==> src/rtl/mood_step_regulator.sv <==
// Merges per-source inc/dec requests into a saturating signed backlog and drains it
// as rate-limited one-cycle level step pulses; a stimulus override bypasses both.
module mood_step_regulator #(
  parameter int N_SRC      = 4,
  parameter int LEVEL_W    = 4,
  parameter int LEVEL_INIT = 8,
  parameter int ACC_W      = 3,
  parameter int COOLDOWN   = 2
) (
  input  logic               clk,
  input  logic               rst_n,
  input  logic               en,
  input  logic [N_SRC-1:0]   src_inc,
  input  logic [N_SRC-1:0]   src_dec,
  input  logic               override_inc,
  input  logic               override_dec,
  output logic               level_inc,
  output logic               level_dec,
  output logic [LEVEL_W-1:0] level,
  output logic               busy
);

  localparam int SUM_W = ACC_W + $clog2(N_SRC) + 1;
  localparam int CD_W  = (COOLDOWN > 1) ? $clog2(COOLDOWN + 1) : 1;
  localparam logic signed [SUM_W-1:0] ONE     = SUM_W'(1);
  localparam logic signed [SUM_W-1:0] ACC_MAX = SUM_W'((2 ** (ACC_W - 1)) - 1);
  localparam logic signed [SUM_W-1:0] ACC_MIN = -ACC_MAX;

  typedef enum logic {IDLE, COOL} state_t;

  state_t                    state, state_next;
  logic [CD_W-1:0]           cnt, cnt_next;
  logic signed [ACC_W-1:0]   backlog, backlog_next;
  logic [LEVEL_W-1:0]        level_next;
  logic                      emit_inc, emit_dec;
  logic signed [SUM_W-1:0]   net, sum, bl_ext;
  logic                      ovr_valid, bl_pos, bl_neg, lvl_max, lvl_min;

  assign ovr_valid = en & (override_inc ^ override_dec);
  assign bl_neg    = backlog[ACC_W-1];
  assign bl_pos    = ~backlog[ACC_W-1] & (|backlog);
  assign lvl_max   = (level == {LEVEL_W{1'b1}});
  assign lvl_min   = (level == '0);
  assign bl_ext    = {{(SUM_W-ACC_W){backlog[ACC_W-1]}}, backlog};
  assign busy      = (state == COOL) | (|backlog);

  // A source asserting inc and dec together cancels itself out.
  always_comb begin
    net = '0;
    for (int i = 0; i < N_SRC; i++) begin
      if (src_inc[i] && !src_dec[i])      net = net + ONE;
      else if (src_dec[i] && !src_inc[i]) net = net - ONE;
    end
  end

  always_comb begin
    state_next   = state;
    cnt_next     = cnt;
    backlog_next = backlog;
    emit_inc     = 1'b0;
    emit_dec     = 1'b0;
    sum          = bl_ext;

    // Cooldown runs regardless of enable; the last count hands back to IDLE.
    if (state == COOL) begin
      if (cnt <= CD_W'(1)) begin
        state_next = IDLE;
        cnt_next   = '0;
      end else begin
        cnt_next = cnt - CD_W'(1);
      end
    end

    if (ovr_valid) begin
      backlog_next = '0;
      emit_inc     = override_inc & ~lvl_max;
      emit_dec     = override_dec & ~lvl_min;
    end else if (en) begin
      if ((bl_pos && lvl_max) || (bl_neg && lvl_min)) begin
        // Requests pushing past the level limit are discarded.
        backlog_next = '0;
      end else begin
        if (state == IDLE) begin
          emit_inc = bl_pos;
          emit_dec = bl_neg;
        end
        sum = bl_ext + net;
        if (emit_inc) sum = sum - ONE;
        if (emit_dec) sum = sum + ONE;
        if (sum > ACC_MAX)      backlog_next = ACC_MAX[ACC_W-1:0];
        else if (sum < ACC_MIN) backlog_next = ACC_MIN[ACC_W-1:0];
        else                    backlog_next = sum[ACC_W-1:0];
      end
    end

    if ((emit_inc || emit_dec) && (COOLDOWN > 0)) begin
      state_next = COOL;
      cnt_next   = CD_W'(COOLDOWN);
    end

    level_next = level;
    if (emit_inc)      level_next = level + LEVEL_W'(1);
    else if (emit_dec) level_next = level - LEVEL_W'(1);
  end

  always_ff @(posedge clk or negedge rst_n) begin
    if (!rst_n) begin
      state     <= IDLE;
      cnt       <= '0;
      backlog   <= '0;
      level     <= LEVEL_W'(LEVEL_INIT);
      level_inc <= 1'b0;
      level_dec <= 1'b0;
    end else begin
      state     <= state_next;
      cnt       <= cnt_next;
      backlog   <= backlog_next;
      level     <= level_next;
      level_inc <= emit_inc;
      level_dec <= emit_dec;
    end
  end

endmodule

==> config.mk <==
export PLATFORM = sky130hd
export DESIGN_NAME = mood_step_regulator
export DESIGN_NICKNAME = d
export VERILOG_FILES = /design/src/rtl/mood_step_regulator.sv
export SDC_FILE = /design/constraint.sdc
export NUM_CORES = 1
export LEC_CHECK = 0
export CAP_MARGIN = 20
export CORE_ASPECT_RATIO = 0.7
export CORE_MARGIN = 1.5
export CORE_UTILIZATION = 45
export DETAILED_ROUTE_END_ITERATION = 6
export GPL_ROUTABILITY_DRIVEN = 0
export GPL_TIMING_DRIVEN = 0
export PLACE_DENSITY = 0.7
export SLEW_MARGIN = 5
export SYNTH_ARGS = -nofsm -noshare
export SYNTH_HDL_FRONTEND = slang
export SYNTH_SLANG_ARGS = --single-unit
==> constraint.sdc <==
create_clock -name clk -period 3.2 [get_ports clk]
set_clock_uncertainty 0.2 [all_clocks]
set_input_delay 0.64 -clock clk [delete_from_list [all_inputs] [get_ports clk]]
set_output_delay 0.64 -clock clk [all_outputs]
set_load 0.02 [all_outputs]
-- Yosys cells after proc, flatten, opt, wreduce, memory -nomap -nowiden
Index checks and enable logic that the tools add are counted.
Widths: inputs -> output; s select.
- register bits: 12
- input bits: 13
- RAM bits: 0
- logic and storage cells: 99
- memories: 0
- latch bits: 0
- output and inout bits: 7
- bits in read-only memories: 0
- bitwise operators: 9
- multiplexer cells: 43
- $lt $le $gt $ge: 3
- reduce and logical (&&, ||, !) cells: 25
- multipliers: 0
- div/mod/pow operators: 0
- equality and inequality tests: 1
- add/sub/neg operators: 12
- shifts and indexed selects: 0
- operators by type and width (operator ; number):
    $mux 6 ; 16
    $add 6x2->6 const B ; 4
    $sub 6x2->6 const B ; 4
    $mux 1 ; 17
    $mux 3 ; 5
    $logic_and 1x1->1 ; 10
    $logic_not 1->1 ; 8
    $mux 4 ; 2
    $add 3x6->6 ; 1
    $gt 6x3->1 const B ; 1
    $lt 6x3->1 const B ; 1
    $mux 2 ; 3
    $reduce_bool 2->1 ; 3
    $add 4x1->4 const B ; 1
    $and 1x1->1 ; 4
    $eq 4x4->1 const B ; 1
    $logic_not 4->1 ; 1
    $sub 4x1->4 const B ; 1
    $not 1->1 ; 3
    $reduce_or 3->1 ; 1
    $le 2x1->1 const B ; 1
    $logic_or 1x1->1 ; 2
    $sub 2x1->2 const B ; 1
    $or 1x1->1 ; 1
    $xor 1x1->1 ; 1

-- Depth between registers and ports, before layout
Gate-level depths: netlist of the first run.
- depth in word-level cells: 30
- depth in mapped cells: 25
- gate-level depth less buffers: 24

-- Least setup slack after synthesis of the first run
OpenSTA, ideal clock, no wires.
- path type: input -> register
- from: in src_inc[0]
- to: reg backlog[0]
- library setup time: 0.131 ns
- path slack: -2.145 ns
- path buffers: 1
- data required time: 2.869 ns
- data arrival time: 5.014 ns
- stages: 23
- path through: inv_1 -> ha_1 -> clkbuf_1 -> xnor2_2 -> inv_4 -> ha_1 -> nand2_1 -> o211ai_1 -> o31a_4 -> ha_1 -> a21oi_1 -> o21ai_0 -> fa_1 -> ha_1 -> mux2i_1 -> ha_1 -> and3b_1 -> or3_1 -> a21boi_0 -> o31a_1 -> nand2b_1 -> mux2_4 -> o211ai_2
- longest elaborated chain between the ends: 30
- elaborated cells on any way between the ends: 35
- classes of those cells: 9 x add/sub; 2 x order compare; 21 x mux; 3 x reduce/logical
- RTL lines (what ; line ; source):
    start, declared ; 13 ; input logic [N_SRC-1:0] src_inc,
    $logic_not 1->1 ; 52 ; else if (src_dec[i] && !src_inc[i]) net = net - ONE;
    $logic_and 1x1->1 ; 52 ;
    $mux 6 ; 52 ;
    $mux 6 (*) ; 51 ; if (src_inc[i] && !src_dec[i]) net = net + ONE;
    $sub 6x2->6 ; 52 ;
    $mux 6 ; 52 ;
    $mux 6 (*) ; 51 ;
    $sub 6x2->6 ; 52 ;
    [14 not listed] ; -- ;
    $mux 6 (*) ; 78 ; end else if (en) begin
    $mux 6 (*) ; 74 ; if (ovr_valid) begin
    $lt 6x3->1 ; 91 ; else if (sum < ACC_MIN) backlog_next = ACC_MIN[ACC_W-1:0];
    $mux 3 ; 91 ;
    $mux 3 (*) ; 90 ; if (sum > ACC_MAX) backlog_next = ACC_MAX[ACC_W-1:0];
    $mux 3 (*) ; 79 ; if ((bl_pos && lvl_max) || (bl_neg && lvl_min)) begin
    $mux 3 (*) ; 78 ;
    $mux 3 (*) ; 74 ;
    end signal, assigned ; 117 ; backlog <= backlog_next;
    end, declared ; 33 ; logic signed [ACC_W-1:0] backlog, backlog_next;
Every way passes the cells marked *; elsewhere a longest branch is shown, timed or not. The select of a mux whose other input is x is not followed.
A chain may end at the register's enable or synchronous reset.

-- Worst setup path after layout of the first run
- from: in src_inc[0]
- to: reg backlog[1]
The elaborated chain is that of the path after synthesis.

==> results.md, run 1 <==
- Initial antenna violation count: 0
- Met3 Use GR: 2.080%
- H-tree depth: 1
- Via density: 5.725
- Worst Tran Pin Value: between 0.7 and 0.8 ns
- Grt total ovfl: 0
- CORE AREA: 3970 µm²
- RSZ-0062 raised after global routing: true
- Yosys warns: 0
- Pwr Density: around 1000 nW/µm²
- Met2 Usage GRT: 35.53%
- Cell family with most CP delay: adder cells
- Most frequent cells in the layout: 42 x buf_4, 19 x nand2_1, 14 x clkdlybuf4s50_1
- CP Data Required Time: about 3.2 ns
- Area Growth Syn to Fin: 50.03%
- Largest net degree at the start of global routing: 13
- Residual DRC: 0
- Fraction of layout cells with a size suffix above 1: between 40% and 50%
- Share of the yosys chip area belonging to registers: 15.97%
- Status: finished, violations left
- GRT busiest layer: met2
- RR Endpoint: backlog[1]
- Row count: 19
- Post-Synthesis Cell Area: between 1500 and 2000 µm²
- Clock sinks: 12
- Initial core utilization: 47.56%
- M1 GR Usage: 33.60%
- Cell mode on critical path: ha_4
- Crit-path slowest cell: fa_2
- DIE AREA: 4600 µm²
- Leak: 1.222 nW
- Failing checks: negative setup slack
- FF-to-FF path depth: 12
- Max Root-Sink Buffers: 2
- Setup tns final: -4.729 ns
- Root Driver: clkbuf_8
- Clock insertion delay at the later pin of the skew report: approximately 0.24 ns
- R2R Setup Slk: -0.23 ns
- Crit share post-route: 151.7%
- Antenna Cells: 0
- Synth cell types: 64
- Internal cell power: roughly 1.6 mW
- Setup violations, final: 3
- Layout net count: 317
- Final Hold Fails: 0
- Iter 0 DRT Violations: 143
- Die H: 57.20 µm
- Total CTS buffers: 3
- Dpl cells: 290
- Post-synth EDFFs: 0
- Post-synth ARST share: 100.0%
- I/O pin total: 20
- Final worst setup slack: -1.655 ns
- Worst Hold Depth: 1
- Logic pwr share: 82.9%
- Non-filler cells, final: between 300 and 400
- Sw power: roughly 1.2 mW
- First-pass GRT wire length: 8.100 mm
- Most common cell after layout, fill and taps aside: buf_4
- Post-DP HPWL: about 3.3 mm
- Switching power share of the total: 43.59%
- HP Start: cnt[1]
- Reg power frac: 11.3%
- Slew headroom: 48.05%
- Post-synthesis cell count: 220
- Max_cap viols: 0
- Vias: 1912
- Worst Hold Class: flip-flop to flip-flop
- Die Wd: 80.42 µm
- Slew Viols, Final: 0
- Worst path max stage delay: 0.50 ns
- Startpoint Class: input pin
- Crit end category: flip-flop
- Vias in the first global route: around 1700
- Min Hold Slack: 0.3172 ns
- DR WL/cell: 15.69 µm
- Critical path class: input pin to flip-flop
- Clk slew on worst S/H paths: approximately 0.05 ns
- Max IR drop VDD: 0.7833 mV
- Pre-antenna DRT Iters: 4
- Power share of the clock group: 5.8%
- Syn_area_per_cell: between 8 and 9 µm²
- F_max: 206.0 MHz
- Worst EP arrival: 4.82 ns
- Total track usage: 22.61%
- Syn_nets: approximately 250
- End of the worst hold path: state
- Seq cells post-synth: 12
- CP max FO: 3
- Reg2Reg Launch Point: backlog[2]
- # port buffers: 18
- Post-Route WL: 5.240 mm
- CTS tree: yes
- Antenna viol nets, final: 0
- Fin crit period: between 4 and 5 ns
- WP buf/inv: 3
- Ys flop type: dfrtp_1
[metal layers]
metal	up-vias	routed length (µm)
met4	0	39
met3	6	269
met2	56	2489
met1	916	2441
li1	934	-
met5	-	0
[final cells by class]
type | count | area [µm²]
Multi-Input combinational cell | 189 | 1807
Fill cell | 304 | 1137
Timing Repair Buffer | 59 | 518.0
Sequential cell | 12 | 301.5
Inverter | 15 | 66.31
Tap cell | 52 | 65.06
Clock buffer | 4 | 55.05
Buffer | 3 | 20.02
[cells in the mapped netlist (3+ instances only)]
cell type / instances / area, µm²
nor3_1: 7 / 35.03
nand2_1: 19 / 71.32
inv_1: 13 / 48.80
a21o_1: 6 / 45.04
ha_1: 19 / 237.7
o211ai_1: 3 / 22.52
o21ai_0: 9 / 45.04
a31oi_1: 7 / 43.79
and3b_1: 3 / 26.28
xnor2_1: 12 / 105.1
dfrtp_1: 11 / 275.3
a21oi_1: 10 / 50.05
nand3_1: 4 / 20.02
nand4_1: 4 / 25.02
or3_1: 3 / 18.77
a22oi_1: 3 / 22.52
mux2i_1: 4 / 40.04
nor2_1: 13 / 48.80
xor2_1: 6 / 52.55
nor2b_1: 8 / 50.05
[stage by stage]
stage / setup WS (ns) / area, µm² / util (%) / power, mW
CTS: -1.707 / 2586 / 65.14 / 2.446
global route: -1.822 / 2833 / 71.35 / 2.947
finish: -1.655 / 2833 / 71.35 / 2.760
detailed placement: -2.680 / 2225 / 56.04 / 1.828
floorplan: -1.698 / 1979 / - / 1.488
global placement: -2.637 / 2225 / 56.04 / 1.792
[registers in the layout (all words and copies together), names as in the netlist]
| register | count |
|---|---|
| level | 4 |
| backlog | 3 |
| cnt | 2 |
| level_dec | 1 |
| level_inc | 1 |
| state | 1 |
[worst register-to-register path, stage by stage (launching register included)]
cell       delay (ns)
dfrtp_1          0.49
buf_4            0.24
nor3_1           0.66
mux2i_4          0.38
ha_2             0.20
and3b_1          0.18
nor2b_4          0.18
a31o_2           0.11
a21oi_1          0.05
nand4_1          0.14
nand2_1          0.06
mux2_4           0.29
a2bb2oi_2        0.13
[logic make-up after synthesis]
kind of cell             count (synthesis)  synth area share (%)
AO/OA/AOI/OAI                           62                 25.85
XOR/XNOR                                21                 11.53
adder cells (fa/ha/maj)                 21                 14.71
buffers and inverters                   19                 4.373
flip-flops                              12                 15.97
multiplexers                             7                 4.308
AND/OR/NAND/NOR                         78                 23.26
[how the worst max path moves through the flow]
stage,startpoint,to,slack [ns],cells after the start
2_1_floorplan,src_dec[0],backlog[0],-1.70,23
3_3_place_gp,src_inc[0],backlog[0],-2.64,25
3_5_place_dp,src_inc[0],backlog[1],-2.68,26
4_1_cts,src_inc[0],backlog[0],-1.71,24
5_1_grt,src_inc[0],backlog[1],-1.82,25
6_report,src_inc[0],backlog[1],-1.66,25
[repair_timing]
| action | CTS | global route |
|---|---|---|
| cloned | 0 | 0 |
| buffers inserted | 30 | 12 |
| hold buffers | 0 | 0 |
| gates resized for setup | 39 | 32 |
| pin swaps | 19 | 34 |
| setup endpoints to repair | 4 | 4 |
| hold endpoints to repair | 0 | 0 |
[power groups by stage]
stage / clock (mW) / combinational [mW] / sequential (mW)
after floorplan: 0 / 1.16 / 0.327
after global placement: 0 / 1.49 / 0.307
after detailed placement: 0 / 1.52 / 0.311
after CTS: 0.164 / 1.97 / 0.308
after global routing: 0.169 / 2.45 / 0.325
final: 0.161 / 2.29 / 0.311
No activity file was read; power rests on OpenSTA's default activity.
==> inputs of run 2 (changes only) <==
--- a/config.mk
+++ b/config.mk
@@ -8,12 +8,13 @@
 export CAP_MARGIN = 20
 export CORE_ASPECT_RATIO = 0.7
 export CORE_MARGIN = 1.5
-export CORE_UTILIZATION = 45
+export CORE_UTILIZATION = 38
 export DETAILED_ROUTE_END_ITERATION = 6
 export GPL_ROUTABILITY_DRIVEN = 0
 export GPL_TIMING_DRIVEN = 0
-export PLACE_DENSITY = 0.7
+export PLACE_DENSITY = 0.61
 export SLEW_MARGIN = 5
 export SYNTH_ARGS = -nofsm -noshare
 export SYNTH_HDL_FRONTEND = slang
 export SYNTH_SLANG_ARGS = --single-unit
+export TNS_END_PERCENT = 1
==> results.md, run 2 (synthesis results as in run 1) <==
- Status: finished, violations left (unchanged)
- Grt total ovfl: 0 (unchanged)
- Number of flip-flops in the largest register: 4 (unchanged)
- Worst Hold Class: flip-flop to flip-flop (unchanged)
- Non-filler cells, final: 330 (was 334)
- CP Data Required Time: 3.12 ns (was 3.17 ns)
- Max IR drop VDD: 0.4463 mV (was 0.7833 mV)
- Worst path max stage delay: 0.47 ns (was 0.50 ns)
- Multi-input combinational cell area: 1695 µm² (was 1807 µm²)
- Startpoint Class: input pin (unchanged)
- Pre-CTS setup slack: -2.739 ns (was -2.680 ns)
- Largest net degree at the start of global routing: 13 (unchanged)
- Crit share post-route: 150.8% (was 151.7%)
- Antenna Cells: 0 (unchanged)
- CORE AREA: 4782 µm² (was 3970 µm²)
- Leak: 1.102 nW (was 1.222 nW)
- Placed cell area: 2236 µm² (was 2225 µm²)
- Post-Route WL: 4.442 mm (was 5.240 mm)
- Final worst setup slack: -1.626 ns (was -1.655 ns)
- Residual DRC: 0 (unchanged)
- F_max: 207.2 MHz (was 206.0 MHz)
- Clk slew on worst S/H paths: 0.06 ns (was 0.05 ns)
- Pre-antenna DRT Iters: 5 (was 4)
- Fin crit period: 4.826 ns (was 4.855 ns)
- RSZ-0062 raised after global routing: true (unchanged)
- Slew Viols, Final: 0 (unchanged)
- Clock insertion delay at the later pin of the skew report: 0.24 ns (about the same)
- Initial core utilization: 39.48% (was 47.56%)
- Crit end category: flip-flop (unchanged)
- Area Growth Syn to Fin: 35.65% (was 50.03%)
- Min Hold Slack: 0.3083 ns (was 0.3172 ns)
- Setup tns final: -4.583 ns (was -4.729 ns)
- Root Driver: clkbuf_8 (unchanged)
- Final Util: 53.56% (was 71.35%)
- Total CTS buffers: 3 (unchanged)
- Pwr Density: 863.9 nW/µm² (was 974.3 nW/µm²)
- Initial antenna violation count: 0 (unchanged)
- DR WL/cell: 13.46 µm (was 15.69 µm)
- Biggest regs: level (4), backlog (3), cnt (2) (unchanged)
- Crit-path slowest cell: fa_1 (was fa_2)
- Layout net count: 296 (was 317)
- I/O pin total: 20 (unchanged)
- Iter 0 DRT Violations: 62 (was 143)
- CTS Hold Buffers Added: 0 (unchanged)
- Fraction of layout cells with a size suffix above 1: 31.03% (was 40.78%)
- Worst Tran Pin Value: 0.6013 ns (was 0.7733 ns)
- Final Hold Fails: 0 (unchanged)
- Worst EP arrival: 4.75 ns (was 4.82 ns)
- FF/Latch Area: 301.5 µm² (unchanged)
- Die Wd: 87.25 µm (was 80.42 µm)
- Overall power: 2.213 mW (was 2.760 mW)
- Max Root-Sink Buffers: 2 (unchanged)
- Most frequent cells in the layout: 22 x buf_4, 19 x nand2_1, 14 x clkdlybuf4s50_1 (was 42 x buf_4, 19 x nand2_1, 14 x clkdlybuf4s50_1)
- Max_cap viols: 0 (unchanged)
- Dpl cells: 307 (was 290)
- Vias: 1719 (was 1912)
- DIE AREA: 5407 µm² (was 4600 µm²)
- Vias in the first global route: 1534 (was 1749)
- First-pass GRT wire length: 7.169 mm (was 8.100 mm)
- Setup violations, final: 3 (unchanged)
- H-tree depth: 1 (unchanged)
- Row count: 21 (was 19)
- Via density: 5.209 (was 5.725)
- CTS tree: yes (unchanged)
- Failing checks: negative setup slack (unchanged)
- Post-DP HPWL: 3.255 mm (was 3.266 mm)
- CP max FO: 3 (unchanged)
- # port buffers: 18 (unchanged)
- Top reg by flops: level (unchanged)
- Die H: 61.98 µm (was 57.20 µm)
- CP Cell Sequence: buf_8 -> inv_6 -> ha_4 -> xnor2_4 -> buf_4 -> buf_4 -> a21oi_1 -> o31a_4 -> ha_4 -> mux2i_1 -> nand2_1 -> o21ai_2 -> fa_1 -> ha_1 -> mux2i_1 -> ha_2 -> and3b_1 -> or3_1 -> a21boi_2 -> o31a_1 -> nand2b_1 -> mux2_4 -> o211ai_2
- Fillers: 454 (was 304)
- Clock sinks: 12 (unchanged)
- Total track usage: 16.79% (was 22.61%)
- Final instance area: 2561 µm² (was 2833 µm²)
- Most common cell after layout, fill and taps aside: buf_4 (unchanged)
- Critical path class: input pin to flip-flop (unchanged)
- Slew headroom: 59.61% (was 48.05%)
- Antenna viol nets, final: 0 (unchanged)
-- run 2: layout make-up --
cell class | count | area share (%)
buffer | 3 | 0.7816
multi-input combinational | 189 | 66.19
inverter | 15 | 2.491
timing repair buffer | 38 | 13.24
sequential | 12 | 11.77
tap | 69 | 3.371
clock buffer | 4 | 2.149
-- run 2: path summary, 6_finish.rpt --
kind | startpoint | end | slack [ns] | cells past startpoint
max in group asynchronous | rst_n | level[3] | 1.86 | 1
setup reg to reg | backlog[0] | backlog[0] | -0.17 | 13
min in group asynchronous | rst_n | level_inc | 0.56 | 1
hold / removal | cnt[1] | state | 0.31 | 1
hold reg to reg | cnt[1] | state | 0.31 | 1
setup / recovery | src_inc[0] | backlog[0] | -1.63 | 23
-- run 2: power breakdown --
group          internal [mW]  leakage [nW]  total (mW)  switching (mW)
Combinational          0.873         0.927        1.74           0.864
Sequential             0.223         0.146       0.308          0.0849
Clock                  0.109        0.0288       0.168          0.0590
Total                   1.20          1.10        2.21            1.01
-- run 2: worst max-delay path: cells and delay by family --
family | cells | cell delay (ns)
compound gates | 6 | 1.00
buf+inv | 4 | 0.38
simple gates | 4 | 0.68
xor+xnor | 1 | 0.18
fa+ha+maj | 5 | 1.49
mux | 3 | 0.37
-- run 2: metal layers --
| layer | vias up | wire length, µm | global-route usage, % | share of wire, % |
|---|---|---|---|---|
| li1 | 891 | - | - | - |
| met1 | 791 | 2355 | 26.60 | 53 |
| met2 | 35 | 1915 | 24.40 | 43 |
| met3 | 2 | 152 | 2.510 | 3.4 |
| met4 | 0 | 19 | 2.041 | 0.43 |
| met5 | - | 0 | 0 | 0 |
-- run 2: what timing repair did --
item | CTS | global route
pin swaps | 13 | 16
gates cloned | 0 | 0
buffers inserted | 17 | 3
setup endpoints to repair | 4 | 4
gates resized for setup | 40 | 12
endpoints found under the hold margin | 0 | 0
==> edit 1 (flow settings as in run 1) <==
Add an input register stage for `en`, `src_inc`, `src_dec`, `override_inc` and `override_dec`; this delays them by one clock.
--- a/src/rtl/mood_step_regulator.sv
+++ b/src/rtl/mood_step_regulator.sv
@@ -28,6 +28,20 @@
 
   typedef enum logic {IDLE, COOL} state_t;
 
+  logic en_q;
+  logic [N_SRC-1:0] src_inc_q;
+  logic [N_SRC-1:0] src_dec_q;
+  logic override_inc_q;
+  logic override_dec_q;
+
+  always_ff @(posedge clk) begin
+    en_q           <= en;
+    src_inc_q      <= src_inc;
+    src_dec_q      <= src_dec;
+    override_inc_q <= override_inc;
+    override_dec_q <= override_dec;
+  end
+
   state_t                    state, state_next;
   logic [CD_W-1:0]           cnt, cnt_next;
   logic signed [ACC_W-1:0]   backlog, backlog_next;
@@ -36,7 +50,7 @@
   logic signed [SUM_W-1:0]   net, sum, bl_ext;
   logic                      ovr_valid, bl_pos, bl_neg, lvl_max, lvl_min;
 
-  assign ovr_valid = en & (override_inc ^ override_dec);
+  assign ovr_valid = en_q & (override_inc_q ^ override_dec_q);
   assign bl_neg    = backlog[ACC_W-1];
   assign bl_pos    = ~backlog[ACC_W-1] & (|backlog);
   assign lvl_max   = (level == {LEVEL_W{1'b1}});
@@ -48,8 +62,8 @@
   always_comb begin
     net = '0;
     for (int i = 0; i < N_SRC; i++) begin
-      if (src_inc[i] && !src_dec[i])      net = net + ONE;
-      else if (src_dec[i] && !src_inc[i]) net = net - ONE;
+      if (src_inc_q[i] && !src_dec_q[i])      net = net + ONE;
+      else if (src_dec_q[i] && !src_inc_q[i]) net = net - ONE;
     end
   end
 
@@ -73,9 +87,9 @@
 
     if (ovr_valid) begin
       backlog_next = '0;
-      emit_inc     = override_inc & ~lvl_max;
-      emit_dec     = override_dec & ~lvl_min;
-    end else if (en) begin
+      emit_inc     = override_inc_q & ~lvl_max;
+      emit_dec     = override_dec_q & ~lvl_min;
+    end else if (en_q) begin
       if ((bl_pos && lvl_max) || (bl_neg && lvl_min)) begin
         // Requests pushing past the level limit are discarded.
         backlog_next = '0;
Formal check against the unedited RTL: not equivalent (Yosys sat finds a counterexample within 4 cycles, from zero or initial values and one cycle with rst_n low).
==> edit 1 against run 1 <==
  * Synthesized area rose by 9.5%
  * Fmax fell by 1.8%
  * Setup slack got worse by 0.091 ns
  * Sequential cell count rose by 11
  * Sequential power rose by 49%
  * Total power fell by 7.3%
  * Die area rose by 9.0%
  * Count of clock-buffer cells in the layout fell by 1
  * Via count fell by 8.4%
  * Routed wire length fell by 17%
  * The run still ends with negative setup slack left
  * Core utilization fell by 9.2 points
  * Hold slack barely moved
  * Cell area fell by 4.0%
==> edit 1: results (changes against run 1) <==
stage	metric	value	unit	change
synthesis	Synth async-reset ratio	52.2	%	was 100%
synthesis	post-synthesis mux area share	5.87	%	was 4.31%
grt	initial antenna violation count	0		unchanged
placed_design	Buffers on Ports	19		was 18
critical_path	RR Endpoint	backlog[0]		was backlog[1]
power	leak pwr	1.20	nW	was 1.22 nW
cells_and_area	share of cells above drive strength 1	30.6	%	was 40.8%
outcome	run status	complete, but fails checks		unchanged
grt	largest net degree at the start of global routing	14		was 13
synthesis	Synth Area in Adders	13.4	%	was 14.7%
timing	hold slack final	0.317	ns	about the same
cells_and_area	largest registers	level x4, src_dec_q x4, src_inc_q x4		was level x4, backlog x3, cnt x2
drt	routed wl met3	144	um	was 269 um
synthesis	Post-Syn Instances	227		was 220
critical_path	Worst R2R Start	src_inc_q[0]		was backlog[2]
clocking	H-tree depth	1		unchanged
hold_path	Hold Path End	state		unchanged
drt	DRT met1 WL	2340	um	was 2440 um
timing	Sum Neg Setup Slack	-4.94	ns	was -4.73 ns
synthesis	Yosys cell types	62		was 64
grt	GRT Total Usage	17.8	%	was 22.6%
synthesis	Synth Area in XOR/XNOR	12.6	%	was 11.5%
cells_and_area	fill cell count	360		was 304
grt	vias in the first global route	1542		was 1749
synthesis	Primary FF master, synth	dfxtp_1		was dfrtp_1
hold_path	Min-Delay Path Depth	1		unchanged
drt	Met2 Wirelength	1850	um	was 2490 um
drt	1st-iter DRT viols	90		was 143
cells_and_area	final std cells w/o fill	320		was 334
outcome	failing checks	negative setup slack		unchanged
clocking	number of buffers created by CTS	3		unchanged
synthesis	Seq/Total Area, Yosys	25.2	%	was 16.0%
timing	setup ws final	-1.75	ns	was -1.66 ns
grt	first-pass GRT wire length	7090	um	was 8100 um
synthesis	Synth area leaders	dfrtp_1 (13%), ha_1 (12%), dfxtp_1 (11%)		was dfrtp_1 (15%), ha_1 (13%), xnor2_1 (5.6%)
synthesis	Syn Nets	261		was 254
drt	drt via density	5.48		was 5.72
cells_and_area	Final nets	300		was 317
placed_design	dpl ws	-2.07	ns	was -2.68 ns
timing	Relative slew margins	63.6	%	was 48.1%
drt	Post-Route WL	4370	um	was 5240 um
placed_design	HPWL Detailed	3200	um	was 3270 um
clocking	clk_lat worst skew	0.27	ns	was 0.24 ns
cells_and_area	diode count	0		unchanged
clocking	Worst-path clk slew	0.08	ns	was 0.05 ns
critical_path	reg2reg path depth	25		was 12
critical_path	CP Max Fanout	2		was 3
synthesis	Synth top cells by count	nand2_1 (23), ha_1 (19), inv_1 (15)		was ha_1 (19), nand2_1 (19), inv_1 (13), nor2_1 (13), xnor2_1 (12)
critical_path	Data arrival, critical path	4.89	ns	was 4.82 ns
power	peak supply drop	0.000524	V	was 0.000783 V
timing	Final setup viols	3		unchanged
synthesis	Compound-Gate Fraction of Synth Area	17.9	%	was 25.8%
[edit 1: cell type report]
type	instances	area share, %
Clock buffer	3	1.52
Timing Repair Buffer	34	11.3
Inverter	16	2.39
Tap cell	55	2.53
Clock inverter	1	0.184
Buffer	4	0.690
Multi-Input combinational cell	184	62.1
Sequential cell	23	19.4
[edit 1: worst max path at each step]
| stage | startpoint | endpoint |
|---|---|---|
| global route | src_inc_q[0] | backlog[0] |
| finish | src_inc_q[0] | backlog[0] |
| detailed placement | src_inc_q[0] | backlog[0] |
| floorplan | src_inc_q[0] | backlog[0] |
| global placement | src_inc_q[0] | backlog[0] |
| CTS | src_inc_q[0] | backlog[0] |
[edit 1: per-stage QoR]
stage | power (mW) | cell area, um2
floorplan | 1.68 | 2150
global placement | 2.00 | 2410
detailed placement | 2.02 | 2410
CTS | 2.37 | 2600
global route | 2.77 | 2720
finish | 2.56 | 2720
[edit 1: critical path: stages, from the launching register on]
cell and delay [ns]:
dfxtp_2 0.34, inv_2 0.04, ha_4 0.26, xor3_2 0.28, inv_2 0.09, ha_4 0.19
nor2_2 0.07, a21oi_1 0.05, mux2_4 0.28, ha_4 0.27, mux2i_1 0.07, o21a_1 0.22
inv_2 0.07, fa_2 0.46, ha_4 0.28, nand3_2 0.06, a21boi_4 0.16, ha_2 0.16
and3b_2 0.22, a31oi_4 0.18, xnor2_2 0.10, a211oi_2 0.16, o211ai_1 0.17, o211ai_1 0.16
a31o_1 0.17, o311ai_1 0.09
[edit 1: timing repair]
item	CTS	global route
setup endpoints to repair	3	4
hold endpoints to repair	0	0
pin swaps	13	15
setup buffers	10	5
gates resized for setup	13	17
[edit 1: power by group]
part / total, mW / internal (mW) / switching [mW]
Sequential: 0.463 / 0.370 / 0.0921
Clock: 0.181 / 0.0870 / 0.0935
Combinational: 1.92 / 0.962 / 0.954
[edit 1: kinds of logic (layout without fill, tap and decap cells)]
kind of cell               count (synthesis)  after routing
and+or+nand+nor                           78             78
AOI/OAI and AO/OA                         50             50
xor gates and xnor gates                  24             24
DFF                                       23             23
adders and majority gates                 21             21
buffers and inverters                     20             58
muxes                                     11             11
[edit 1: per-layer routing]
layer	up-vias	track usage [%]
met3	4	1.93
met4	0	4.22
met2	41	27.6
met5	-	0
li1	880	-
met1	827	26.8
==> edit 2 (flow settings as in run 1) <==
Without the edit above. The parameter `N_SRC` goes from 4 to 8.
--- a/src/rtl/mood_step_regulator.sv
+++ b/src/rtl/mood_step_regulator.sv
@@ -1,7 +1,7 @@
 // Merges per-source inc/dec requests into a saturating signed backlog and drains it
 // as rate-limited one-cycle level step pulses; a stimulus override bypasses both.
 module mood_step_regulator #(
-  parameter int N_SRC      = 4,
+  parameter int N_SRC      = 8,
   parameter int LEVEL_W    = 4,
   parameter int LEVEL_INIT = 8,
   parameter int ACC_W      = 3,
Ports: changed (resized src_dec and src_inc); port bits go from 20 to 28. No check against the original RTL was run, so the function may have changed too.
==> edit 2 against run 1 <==
  * Sequential cell count did not move
  * The run still ends with negative setup slack left
  * Routed wire length rose by 81%
  * Cell area rose by 75%
  * Via count rose by 86%
  * Largest cell class unchanged
  * Total power rose by 68%
  * Sequential share of layout area fell by 4.5 points
  * Clock power rose by 64%
  * Critical path depth rose by 17
  * Synthesized area rose by 89%
  * Setup slack got worse by 3.8 ns
  * Hold slack got worse by 0.011 ns
==> edit 2: results (changes against run 1) <==
stage	metric	value	unit	change
critical_path	CP Max Fanout	4		was 3
outcome	run status	complete, but fails checks		unchanged
placed_design	Placement Cell Area	4110	um2	was 2220 um2
placed_design	HPWL Detailed	6790	um	was 3270 um
synthesis	Synth Area in XOR/XNOR	17.6	%	was 11.5%
synthesis	Seq/Total Area, Yosys	8.46	%	was 16.0%
critical_path	Data arrival, critical path	8.60	ns	was 4.82 ns
clocking	CTS root buffer	clkbuf_16		was clkbuf_8
synthesis	Synth top cells by count	nand2_1 (47), inv_1 (37), nor2_1 (36)		was ha_1 (19), nand2_1 (19), inv_1 (13), nor2_1 (13), xnor2_1 (12)
cells_and_area	Final nets	578		was 317
timing	Final setup viols	3		unchanged
drt	drt via density	5.68		was 5.72
placed_design	Buffers on Ports	25		was 18
grt	first-pass GRT wire length	15000	um	was 8100 um
synthesis	Yosys cell types	91		was 64
synthesis	Synth warnings	0		unchanged
grt	GRT met2 Usage	34.5	%	was 35.5%
power	leak pwr	2.05	nW	was 1.22 nW
placed_design	dpl ws	-7.11	ns	was -2.68 ns
synthesis	Synth area leaders	ha_1 (9.5%), xnor2_1 (8.6%), dfrtp_1 (7.7%)		was dfrtp_1 (15%), ha_1 (13%), xnor2_1 (5.6%)
cells_and_area	share of cells above drive strength 1	34.0	%	was 40.8%
drt	routed wl met3	410	um	was 269 um
critical_path	Reg2Reg Setup Slack	-0.71	ns	was -0.23 ns
drt	Post-Route WL	9480	um	was 5240 um
grt	GRT Total Usage	21.5	%	was 22.6%
critical_path	slowest cell delay on critical path	0.55	ns	was 0.50 ns
timing	final period utilization	271	%	was 152%
grt	met3 Usage GRT	2.10	%	was 2.08%
timing	setup ws final	-5.46	ns	was -1.66 ns
grt	vias in the first global route	3265		was 1749
power	peak supply drop	0.000502	V	was 0.000783 V
timing	hold slack final	0.307	ns	was 0.317 ns
timing	Sum Neg Setup Slack	-16.20	ns	was -4.73 ns
critical_path	start point of the critical path	src_inc[0]		unchanged
outcome	failing checks	negative setup slack		unchanged
synthesis	post-synthesis mux area share	5.69	%	was 4.31%
drt	drt wl/cell	15.2	um	was 15.7 um
synthesis	Synth Area in Adders	10.6	%	was 14.7%
synthesis	Syn Nets	511		was 254
drt	1st-iter DRT viols	207		was 143
grt	met1 Usage GRT	31.7	%	was 33.6%
drt	DRT met1 WL	4600	um	was 2440 um
critical_path	Setup crit end	backlog[0]		was backlog[1]
synthesis	Compound-Gate Fraction of Synth Area	20.1	%	was 25.8%
synthesis	Post-Syn Instances	461		was 220
## edit 2: cell types whose count changed after synthesis, sizes merged, moves of 6 or more
cell / delta
nand2: +29
xnor2: +26
nor2: +25
inv: +23
a21oi: +11
mux2i: +11
o21ai: +9
xor2: +9
ha: +8
and2: +6
and3: +6
nand2b: +6
## edit 2: cell type report
class | count | area [um2]
inverter | 38 | 155
sequential | 12 | 302
tap | 98 | 123
clock buffer | 4 | 88.8
buffer | 11 | 101
timing repair buffer | 62 | 549
multi-input combinational | 400 | 3620
fill | 599 | 2540
## edit 2: repair_timing
action	CTS	global route
resized for setup	57	43
endpoints found under the setup margin	4	4
hold buffers	0	0
setup buffers	24	13
pin swaps	35	38
## edit 2: report_power, final
part	internal, mW	total, mW	switching, mW
registers	0.221	0.313	0.0925
logic	1.99	4.05	2.06
clock network	0.189	0.264	0.0747
total	2.40	4.63	2.22
